<file path="config.mk">
export PLATFORM = sky130hd
export DESIGN_NAME = control_unit_mc
export DESIGN_NICKNAME = d
export VERILOG_FILES = /design/src/rtl/control_unit_mc.sv
export SDC_FILE = /design/constraint.sdc
export NUM_CORES = 1
export LEC_CHECK = 0
export CORE_MARGIN = 5
export CORE_UTILIZATION = 30
export DETAILED_ROUTE_END_ITERATION = 7
export DONT_BUFFER_PORTS = 1
export HOLD_SLACK_MARGIN = 0.02
export PLACE_DENSITY_LB_ADDON = 0.05
export SLEW_MARGIN = 20
export SYNTH_ARGS = -nofsm -noshare
export SYNTH_HDL_FRONTEND = slang
export SYNTH_SLANG_ARGS = --single-unit
export TNS_END_PERCENT = 5
</file>
<file path="constraint.sdc">
create_clock -name clk -period 1.4 [get_ports clk]
set_input_delay 0.07 -clock clk [delete_from_list [all_inputs] [get_ports clk]]
set_output_delay 0.07 -clock clk [all_outputs]
set_load 0.03 [all_outputs]
</file>
<file path="src/rtl/control_unit_mc.sv">
// Purpose : multi-cycle FETCH/DECODE/EXEC/MEM/WB sequencer driving the 16-bit datapath controls.
// Latency : RTYPE/ADDI 4 cycles, SW 4+W, LW 5+W (W = MEM cycles with mem_ready low).
// Backpressure: mem_ready low stalls in MEM; run low holds in FETCH at the instruction boundary.
//
// Ports:
//   clk, reset        - rising-edge clock, asynchronous active-high reset
//   run               - sampled in FETCH only; low parks the sequencer between instructions
//   opcode            - datapath opcode, captured into op_q in DECODE
//   mem_ready         - data-memory completion, looked at only in MEM
//   pc_write/ir_write - fetch strobes
//   RegDst..ALUOp     - Moore datapath controls (combinational from state and op_q)
//   state_o           - current state code
//   instr_retired     - retired-instruction counter
//
// Optional feature: define CTRL_PERF_CNT_EN to build the retired-instruction counter;
// without it instr_retired is tied to zero and no counter flops exist.
module control_unit_mc #(
  parameter logic [1:0] OP_RTYPE = 2'b00,
  parameter logic [1:0] OP_LW    = 2'b01,
  parameter logic [1:0] OP_SW    = 2'b10,
  parameter logic [1:0] OP_ADDI  = 2'b11
) (
  input  logic        clk,
  input  logic        reset,
  input  logic        run,
  input  logic [1:0]  opcode,
  input  logic        mem_ready,
  output logic        pc_write,
  output logic        ir_write,
  output logic        RegDst,
  output logic        ALUSrc,
  output logic        MemToReg,
  output logic        RegWrite,
  output logic        MemRead,
  output logic        MemWrite,
  output logic        ALUOp,
  output logic [2:0]  state_o,
  output logic [15:0] instr_retired
);

  typedef enum logic [2:0] {
    S_FETCH  = 3'd0,
    S_DECODE = 3'd1,
    S_EXEC   = 3'd2,
    S_MEM    = 3'd3,
    S_WB     = 3'd4
  } state_t;

  state_t     state_q;
  logic [1:0] op_q;

  // Opcode class decodes, all taken from the latched opcode so a changing
  // datapath opcode after DECODE cannot redirect the instruction in flight.
  logic is_rtype;
  logic is_lw;
  logic is_sw;
  logic is_alu_only;

  assign is_rtype    = (op_q == OP_RTYPE);
  assign is_lw       = (op_q == OP_LW);
  assign is_sw       = (op_q == OP_SW);
  assign is_alu_only = (op_q == OP_RTYPE) || (op_q == OP_ADDI);

  always_ff @(posedge clk or posedge reset) begin
    if (reset) begin
      state_q <= S_FETCH;
      op_q    <= 2'b00;
    end else begin
      case (state_q)
        S_FETCH: begin
          if (run) state_q <= S_DECODE;
        end
        S_DECODE: begin
          op_q    <= opcode;
          state_q <= S_EXEC;
        end
        S_EXEC: begin
          state_q <= is_alu_only ? S_WB : S_MEM;
        end
        S_MEM: begin
          // Loads still need write-back; stores retire straight out of MEM.
          if (mem_ready) state_q <= is_lw ? S_WB : S_FETCH;
        end
        S_WB: begin
          state_q <= S_FETCH;
        end
        default: begin
          // Unused codes 5-7 recover to FETCH.
          state_q <= S_FETCH;
        end
      endcase
    end
  end

  // Moore outputs. The reset term makes the strobes drop the moment reset
  // rises, without waiting for the state register to be cleared by an edge.
  always_comb begin
    pc_write = 1'b0;
    ir_write = 1'b0;
    RegDst   = 1'b0;
    ALUSrc   = 1'b0;
    MemToReg = 1'b0;
    RegWrite = 1'b0;
    MemRead  = 1'b0;
    MemWrite = 1'b0;
    ALUOp    = 1'b0;
    if (!reset) begin
      case (state_q)
        S_FETCH: begin
          pc_write = run;
          ir_write = run;
        end
        S_EXEC: begin
          ALUSrc = !is_rtype;
          ALUOp  = is_rtype;
          RegDst = is_rtype;
        end
        S_MEM: begin
          // Held steady through wait cycles so memory sees a stable request.
          ALUSrc   = 1'b1;
          MemRead  = is_lw;
          MemWrite = is_sw;
        end
        S_WB: begin
          RegWrite = 1'b1;
          MemToReg = is_lw;
          RegDst   = is_rtype;
          ALUSrc   = !is_rtype;
          ALUOp    = is_rtype;
        end
        default: begin
        end
      endcase
    end
  end

  assign state_o = state_q;

`ifdef CTRL_PERF_CNT_EN
  // An instruction retires on the edge that leaves WB, or that leaves MEM
  // for a store (stores have no WB).
  logic        retire_evt;
  logic [15:0] retired_q;

  assign retire_evt = (state_q == S_WB) ||
                      ((state_q == S_MEM) && mem_ready && is_sw);

  always_ff @(posedge clk or posedge reset) begin
    if (reset) begin
      retired_q <= 16'h0000;
    end else if (retire_evt) begin
      retired_q <= retired_q + 16'h0001;
    end
  end

  assign instr_retired = retired_q;
`else
  assign instr_retired = 16'h0000;
`endif

endmodule

</file>
# == Yosys cells after proc, flatten, opt, wreduce, memory -nomap -nowiden ==
# Index checks and enable logic that the tools add are counted.
# op_classes
n_reduce_logical,6
n_mux,19
n_eq_ne,9
# op_table
operator,count
2-to-1 mux 1 bit,13
2-to-1 mux 3 bit,4
case mux 3 bit (4 select lines),1
== test 3 x 2 -> 1 bit (second input constant),2
== test 2 bit (second input constant),2
inequality test 2 bit (second input constant),2
== test 3 x 1 -> 1 bit (second input constant),1
== test 3 bit (second input constant),1
zero test 3 bit,1
== test 2 x 1 -> 1 bit (second input constant),1
zero test 2 bit,1
case mux 1 bit (2 select lines),1
AND reduction 2 bit,1
OR reduction 2 bit,1
zero test 1 bit,1
logical OR 1 bit,1
# word_totals
inputBits,6
output_inout_bits,28
word_cells,36
reg_bits,5

# == Depth between registers and ports, before layout ==
# Gate-level depths: netlist of run 1.
# depth
depth_word,4
ltp_mapped,5
mapped_depth_nobuf,5

# == Worst setup path before layout of run 1 ==
# No wires, ideal clock.
# synth_path
path_type,flip-flop to output port
start,register state_q[0] (netlist: state_o[0])
end,output MemRead
arrival_ps,1737
path_buffers,1
setup_slack_ps,-407
required_time_ps,1330
path_stages_with_launch,4
path_cell_list,dfrtp_1 -> buf_6 -> inv_2 -> nor4_1
# synth_via
elab_chain_len,3
# synth_rtl
item,line_no,text
start: declaration,49,state_t state_q;
start signal: assignment,78,state_q <= is_alu_only ? S_WB : S_MEM;
start signal: assignment,82,if (mem_ready) state_q <= is_lw ? S_WB : S_FETCH;
== test 3 x 2 -> 1 bit,108,case (state_q)
2-to-1 mux 1 bit,108,
2-to-1 mux 1 bit,107,if (!reset) begin
end: declaration,34,"output logic MemRead,"
# Every way passes these cells.

# == Worst setup path in the final report of run 1 ==
# layout_path
start,register op_q[1]
end,output MemRead
# layout_via
elab_chain_len,3
# layout_rtl
item,line_no,text
start: declaration,50,logic [1:0] op_q;
start signal: assignment,74,op_q <= opcode;
== test 2 x 1 -> 1 bit,60,assign is_lw = (op_q == OP_LW);
2-to-1 mux 1 bit,108,
2-to-1 mux 1 bit,107,
# Every way passes these cells.

==> results.md, run 1 <==
- Port Buffers: 0
- Initial Utilization: 30.8%
- Clock transition at path regs: 40 ps
- Met2 usage: 15.0%
- Cell taking the most area after synthesis: buf_4
- Arr. time, crit path: 1340 ps
- Ports: 34
- Max stage delay cell, worst path: dfrtp_1
- Fin area: 718 sq um
- Worst skew pair latency: 240 ps
- Top cells by area, synth: buf_4, dfrtp_1, ha_1, mux2_4, inv_1
- Status: complete, but fails checks
- CP delay by family, top: flip-flops
- Power per standard cell area: 2370 nW/um^2
- RSZ-0062 raised after global routing: yes
- Reg-to-reg setup timing slack: 70 ps
- Setup TNS: -23.1 ps
- Min-delay worst type: in -> reg
- Gpl congestion: 0.704
- CTS max path bufs: 2
- Setup violators final: 4
- Sink Count: 5
- Max Clk Rate: 710 MHz
- Most used cell, CP: inv_2
- Vias/cell: 4.13
- Diode count: 0
- Synth Flop Type: dfrtp_1
- Share of post-route cells with drive strength above 1: 48.8%
- Post-Syn Area: 520 sq um
- Vias in the first global route: 390
- Root Driver: clkbuf_4
- Synth warn: 0
- CTS tree: done
- Avg Inst Size Synth: 8.53 sq um
- Crit-path max FO: 2
- Synth cell count leaders: buf_4, inv_1, dfrtp_1
- Worst path max stage delay: 390 ps
- Mux share of post-synthesis cell area: 5.77%
- CORE AREA: 1690 sq um
- Initial antenna violation count: 0
- Final worst slack: -8.24 ps
- Sequential-to-total area share from yosys stat: 24.0%
- Number of synthesized register bits: 5
- DP Wirelength: 872 um
- Synth Area in XOR/XNOR: 0%
- Max Transition Viols Final: 0
- Area post-placement: 589 sq um
- First-pass GRT wire length: 1660 um
- Number of flops mapped to enable cells by yosys: 0
- Core Util, Final: 42.5%
- Met1 GRT Util: 8.60%
- Avg WL per Cell: 11.5 um
- Total power: 1.70 mW
- DIE HEIGHT: 51.7 um
- Cell with the most instances after synthesis: buf_4
- Cell Rows: 15
- Cell variety after synth: 24
- Busiest layer in global routing: met2
- GRT overflow: 0
- Total leakage power: 0.352 nW
- Total CTS buffers: 3
- Largest family of logic cells by synthesized area: buffers and inverters
- Total GRT Usage: 8.42%
- Worst Setup Path Type: reg -> out
- Chip width: 51.7 um
- Synth Area in Adders: 7.21%
- Final min period: 1410 ps
- Clock Skew: 4.80 ps
- VDD IR max: 0.00126 V
- DRC Markers: 0
- M3 GR Usage: 4.01%
- Startpoint types: register
- Post-synth top area share: 26.0%
- Layout area overhead: 38.0%
- Failing checks: setup timing
- DRT Pass-1 Iters: 3
- Final Hold Fails: 0
- Post-Synth Simple-Gate Area: 18.3%
- Total wire length: 1140 um
- Antenna-violating nets left: 0
- Compound-Gate Fraction of Synth Area: 10.8%
- DR vias: 409
- Critical Path, Cell by Cell: inv_2 -> ha_4 -> inv_2 -> nor4_2 -> buf_4
- Die footprint: 2670 sq um
- H-tree depth: 1
- Initial drt markers: 6
- Period utilization: 101%
- Data required time of the critical path: 1330 ps
- CP Capture Type: primary output
- Mapped Cells: 61
- Bufs and invs on worst path: 3
- Total of max-cap violations: 0
- Fraction of registers with async set/reset: 100%
- Pin count of the biggest net entering global routing: 8
- Post-layout net count: 92
registers in the layout, summed over array words and instances, names as in the netlist:
name,cells
state_o,3
op_q,2
power breakdown:
group / switching (mW) / internal, mW
Sequential: 0.0947 / 0.223
Combinational: 0.674 / 0.542
Clock: 0.0577 / 0.108
cell type report:
class                           count  area [sq um]
Clock buffer                        4          26.3
Fill cell                         181           971
Inverter                            7          26.3
Multi-Input combinational cell     45           334
Sequential cell                     5           126
Tap cell                           17          21.3
Timing Repair Buffer               21           184
cell families (layout without fill, tap and decap cells):
group	after synthesis	count (layout)
adder cells (fa/ha/maj)	3	3
flip-flops	5	5
buffers and inverters	26	32
multiplexers	2	2
AO/OA/AOI/OAI	8	8
AND/OR/NAND/NOR	16	16
other	1	16
metrics by stage:
stage               setup slack (ps)  hold WS, ps  instances
finish                         -8.24         40.1         99
global route                   -79.5         42.2         99
CTS                            -9.11         38.6         99
detailed placement               120         -127         86
global placement                 117         -119         86
floorplan                      -98.1         -151         76
path summary, 6_finish.rpt:
path,from,to,cells past startpoint
hold / removal,run,state_o[0],2
min in group asynchronous,reset,state_o[2],2
max in group asynchronous,reset,state_o[1],2
setup / recovery,op_q[1],MemRead,5
setup reg to reg,op_q[0],state_o[0],5
hold reg to reg,state_o[2],state_o[0],2
per-layer routing:
layer | up-vias | wire (um)
met5 | - | 0
met4 | 0 | 0
met3 | 0 | 105
met2 | 16 | 609
met1 | 184 | 427
li1 | 209 | -
layout by cell type (no fill, tap or decap):
master	n
nor2_1	4
conb_1	16
buf_4	15
clkbuf_4	3
a211oi_1	1
inv_2	4
nand2_1	2
o21a_1	1
ha_4	1
buf_12	1
a22oi_1	1
inv_1	3
dfrtp_2	1
buf_6	1
clkbuf_1	1
ha_1	1
nor4_2	3
a21oi_4	1
nor3_2	1
a211oi_2	1
a31oi_1	1
nand2_2	1
mux2_4	2
dlygate4sd3_1	4
nor2b_1	1
dfrtp_1	4
nor2_2	1
ha_2	1
a21oi_1	2
and3_2	1
nand2b_4	2
repair_timing:
item / CTS / global route
resized for setup: 4 / 5
hold buffers: 4 / 0
buffers inserted: 5 / 0
setup endpoints to repair: 4 / 8
pin swaps: 3 / 1
hold endpoints to repair: 8 / 0
(Power assumes the default switching activity.)
==> run 2, diff against run 1 <==
GPL_TIMING_DRIVEN = 0   (was unset)
==> run 2 against run 1 <==
Compared with the run above: the run still ends with setup timing left; clock-buffer cell count stayed put; register-to-register slack worse by 50 ps; cell area is 14% higher; total power increased by 0.35%; sequential share of layout area is 1.8 points lower; largest cell class unchanged.
==> results.md, run 2 (synthesized netlist as in run 1, its figures left out) <==
- Gpl congestion: 0.671 (was 0.704)
- Vias in the first global route: 388 (was 390)
- Data required time of the critical path: 1330 ps (about the same)
- Storage cell area: 129 sq um (was 126 sq um)
- Layout area overhead: 56.7% (was 38.0%)
- Fill cells: 172 (was 181)
- Avg WL per Cell: 10.6 um (was 11.5 um)
- Worst reg-to-reg path cell count: 5 (unchanged)
- Clock Skew: 2.35 ps (was 4.80 ps)
- Dpl cells: 93 (was 86)
- CP Capture Type: primary output (unchanged)
- Most frequent standard cell in the layout excluding fill and tap cells: buf_4 (was conb_1)
- Vias/cell: 4.17 (was 4.13)
- GRT overflow: 0 (unchanged)
- Total power: 1.70 mW (about the same)
- Total of max-cap violations: 0 (unchanged)
- Share of post-route cells with drive strength above 1: 56.2% (was 48.8%)
- Worst slew pin tran: 510 ps
- Reg-to-reg setup timing slack: 20 ps (was 70 ps)
- Core Util, Final: 48.3% (was 42.5%)
- Setup violators final: 7 (was 4)
- RSZ-0062 raised after global routing: yes (unchanged)
- Total CTS buffers: 3 (unchanged)
- Total leakage power: 0.400 nW (was 0.352 nW)
- Area post-placement: 633 sq um (was 589 sq um)
- Clock transition at path regs: 40 ps (about the same)
- Max Clk Rate: 620 MHz (was 710 MHz)
- Max reg flops: 3 (unchanged)
- Crit-path max FO: 8 (was 2)
- Worst R2R End: state_o[0] (unchanged)
- Post-layout net count: 99 (was 92)
- Setup crit start: state_o[1] (was op_q[1])
- Cell Rows: 15 (unchanged)
- DIE HEIGHT: 51.7 um (unchanged)
- DRT Pass-1 Iters: 4 (was 3)
- CTS tree: done (unchanged)
- Status: complete, but fails checks (unchanged)
- Reg-to-reg startpoint: op_q[0] (unchanged)
- Setup TNS: -941 ps (was -23.1 ps)
- Diode count: 0 (unchanged)
- Power per standard cell area: 2090 nW/um^2 (was 2370 nW/um^2)
- Initial antenna violation count: 0 (unchanged)
- Initial Utilization: 30.8% (unchanged)
- Critical path destination: ALUSrc (was MemRead)
- Max Transition Viols Final: 0 (unchanged)
- Final Hold Fails: 0 (unchanged)
- Ports: 34 (unchanged)
- Total wire length: 1130 um (was 1140 um)
- H-tree depth: 1 (unchanged)
- Min-delay worst type: in -> reg (unchanged)
- Area occupied by multi-input gates: 375 sq um (was 334 sq um)
- Place WS: -216 ps (was 120 ps)
- Most frequent cells in the layout: buf_4, conb_1, dlygate4sd3_1 (was conb_1, buf_4)
- Die footprint: 2670 sq um (unchanged)
- First-pass GRT wire length: 1770 um (was 1660 um)
- Worst skew pair latency: 250 ps (was 240 ps)
- DRC Markers: 0 (unchanged)
- DP Wirelength: 899 um (was 872 um)
- Arr. time, crit path: 1540 ps (was 1340 ps)
- Port Buffers: 0 (unchanged)
- Sink Count: 5 (unchanged)
- Startpoint types: register (unchanged)
- Chip width: 51.7 um (unchanged)
- Root Driver: clkbuf_4 (unchanged)
- Total GRT Usage: 9.48% (was 8.42%)
- CORE AREA: 1690 sq um (unchanged)
- Final cell count without fillers: 106 (was 99)
- Worst slew margin: 65.8%
- DR vias: 442 (was 409)
- Initial drt markers: 3 (was 6)
- VDD IR max: 0.000987 V (was 0.00126 V)
- Min Hold Slack: 53.8 ps (was 40.1 ps)
- Pin count of the biggest net entering global routing: 11 (was 8)
- Fin area: 816 sq um (was 718 sq um)
- CTS max path bufs: 2 (unchanged)
- Antenna-violating nets left: 0 (unchanged)
- Period utilization: 115% (was 101%)
- Worst Setup Path Type: reg -> out (unchanged)
- Final worst slack: -213 ps (was -8.24 ps)
- Failing checks: setup timing (unchanged)
- Final min period: 1610 ps (was 1410 ps)
-- run 2: cell types whose count changed in the layout (fill, tap and decap cells not counted), moves of 2 or more --
cell	previous run	this run
nor4_2	3	0
nor4_4	0	3
dfrtp_2	1	3
dfrtp_1	4	2
buf_4	15	21
-- run 2: how the worst min path moves through the flow --
stage	slack, ps	cells past startpoint	endpoint	startpoint
6_report	50	2	state_o[0]	run
5_1_grt	60	2	state_o[0]	run
4_1_cts	50	2	state_o[0]	run
3_5_place_dp	-130	1	state_o[2]	reset
3_3_place_gp	-120	1	state_o[2]	reset
2_1_floorplan	-150	1	op_q[0]	reset
-- run 2: layout make-up --
cell class,instances,area share [%]
tap,17,2.61
buffer,19,19.3
multi-input combinational,45,46.0
clock buffer,4,3.22
inverter,7,3.53
sequential,5,15.8
timing repair buffer,9,9.51
-- run 2: per-layer routing --
layer / wire length, um / up-vias / global-route usage [%] / share of wire (%)
met5: 0 / - / 0 / 0
met4: 22 / 0 / 5.24 / 2.0
met3: 137 / 3 / 4.58 / 12
met2: 577 / 21 / 15.3 / 51
met1: 387 / 199 / 10.1 / 34
li1: - / 219 / - / -
-- run 2: report_power, final --
part / internal [mW] / total (mW) / switching, mW
logic: 0.484 / 1.10 / 0.612
registers: 0.228 / 0.439 / 0.211
clock network: 0.108 / 0.170 / 0.0620
total: 0.820 / 1.70 / 0.885
-- run 2: timing repair --
action	in CTS	in global routing
resized for setup	17	4
endpoints found under the hold margin	8	0
endpoints found under the setup margin	9	10
setup buffers	1	4
pin swaps	5	4
hold buffers	4	0
-- run 2: critical path, cell delays in order (launching register included) --
cell      delay, ps
dfrtp_2         520
nand2b_4        210
o21a_1          200
a211oi_4        360
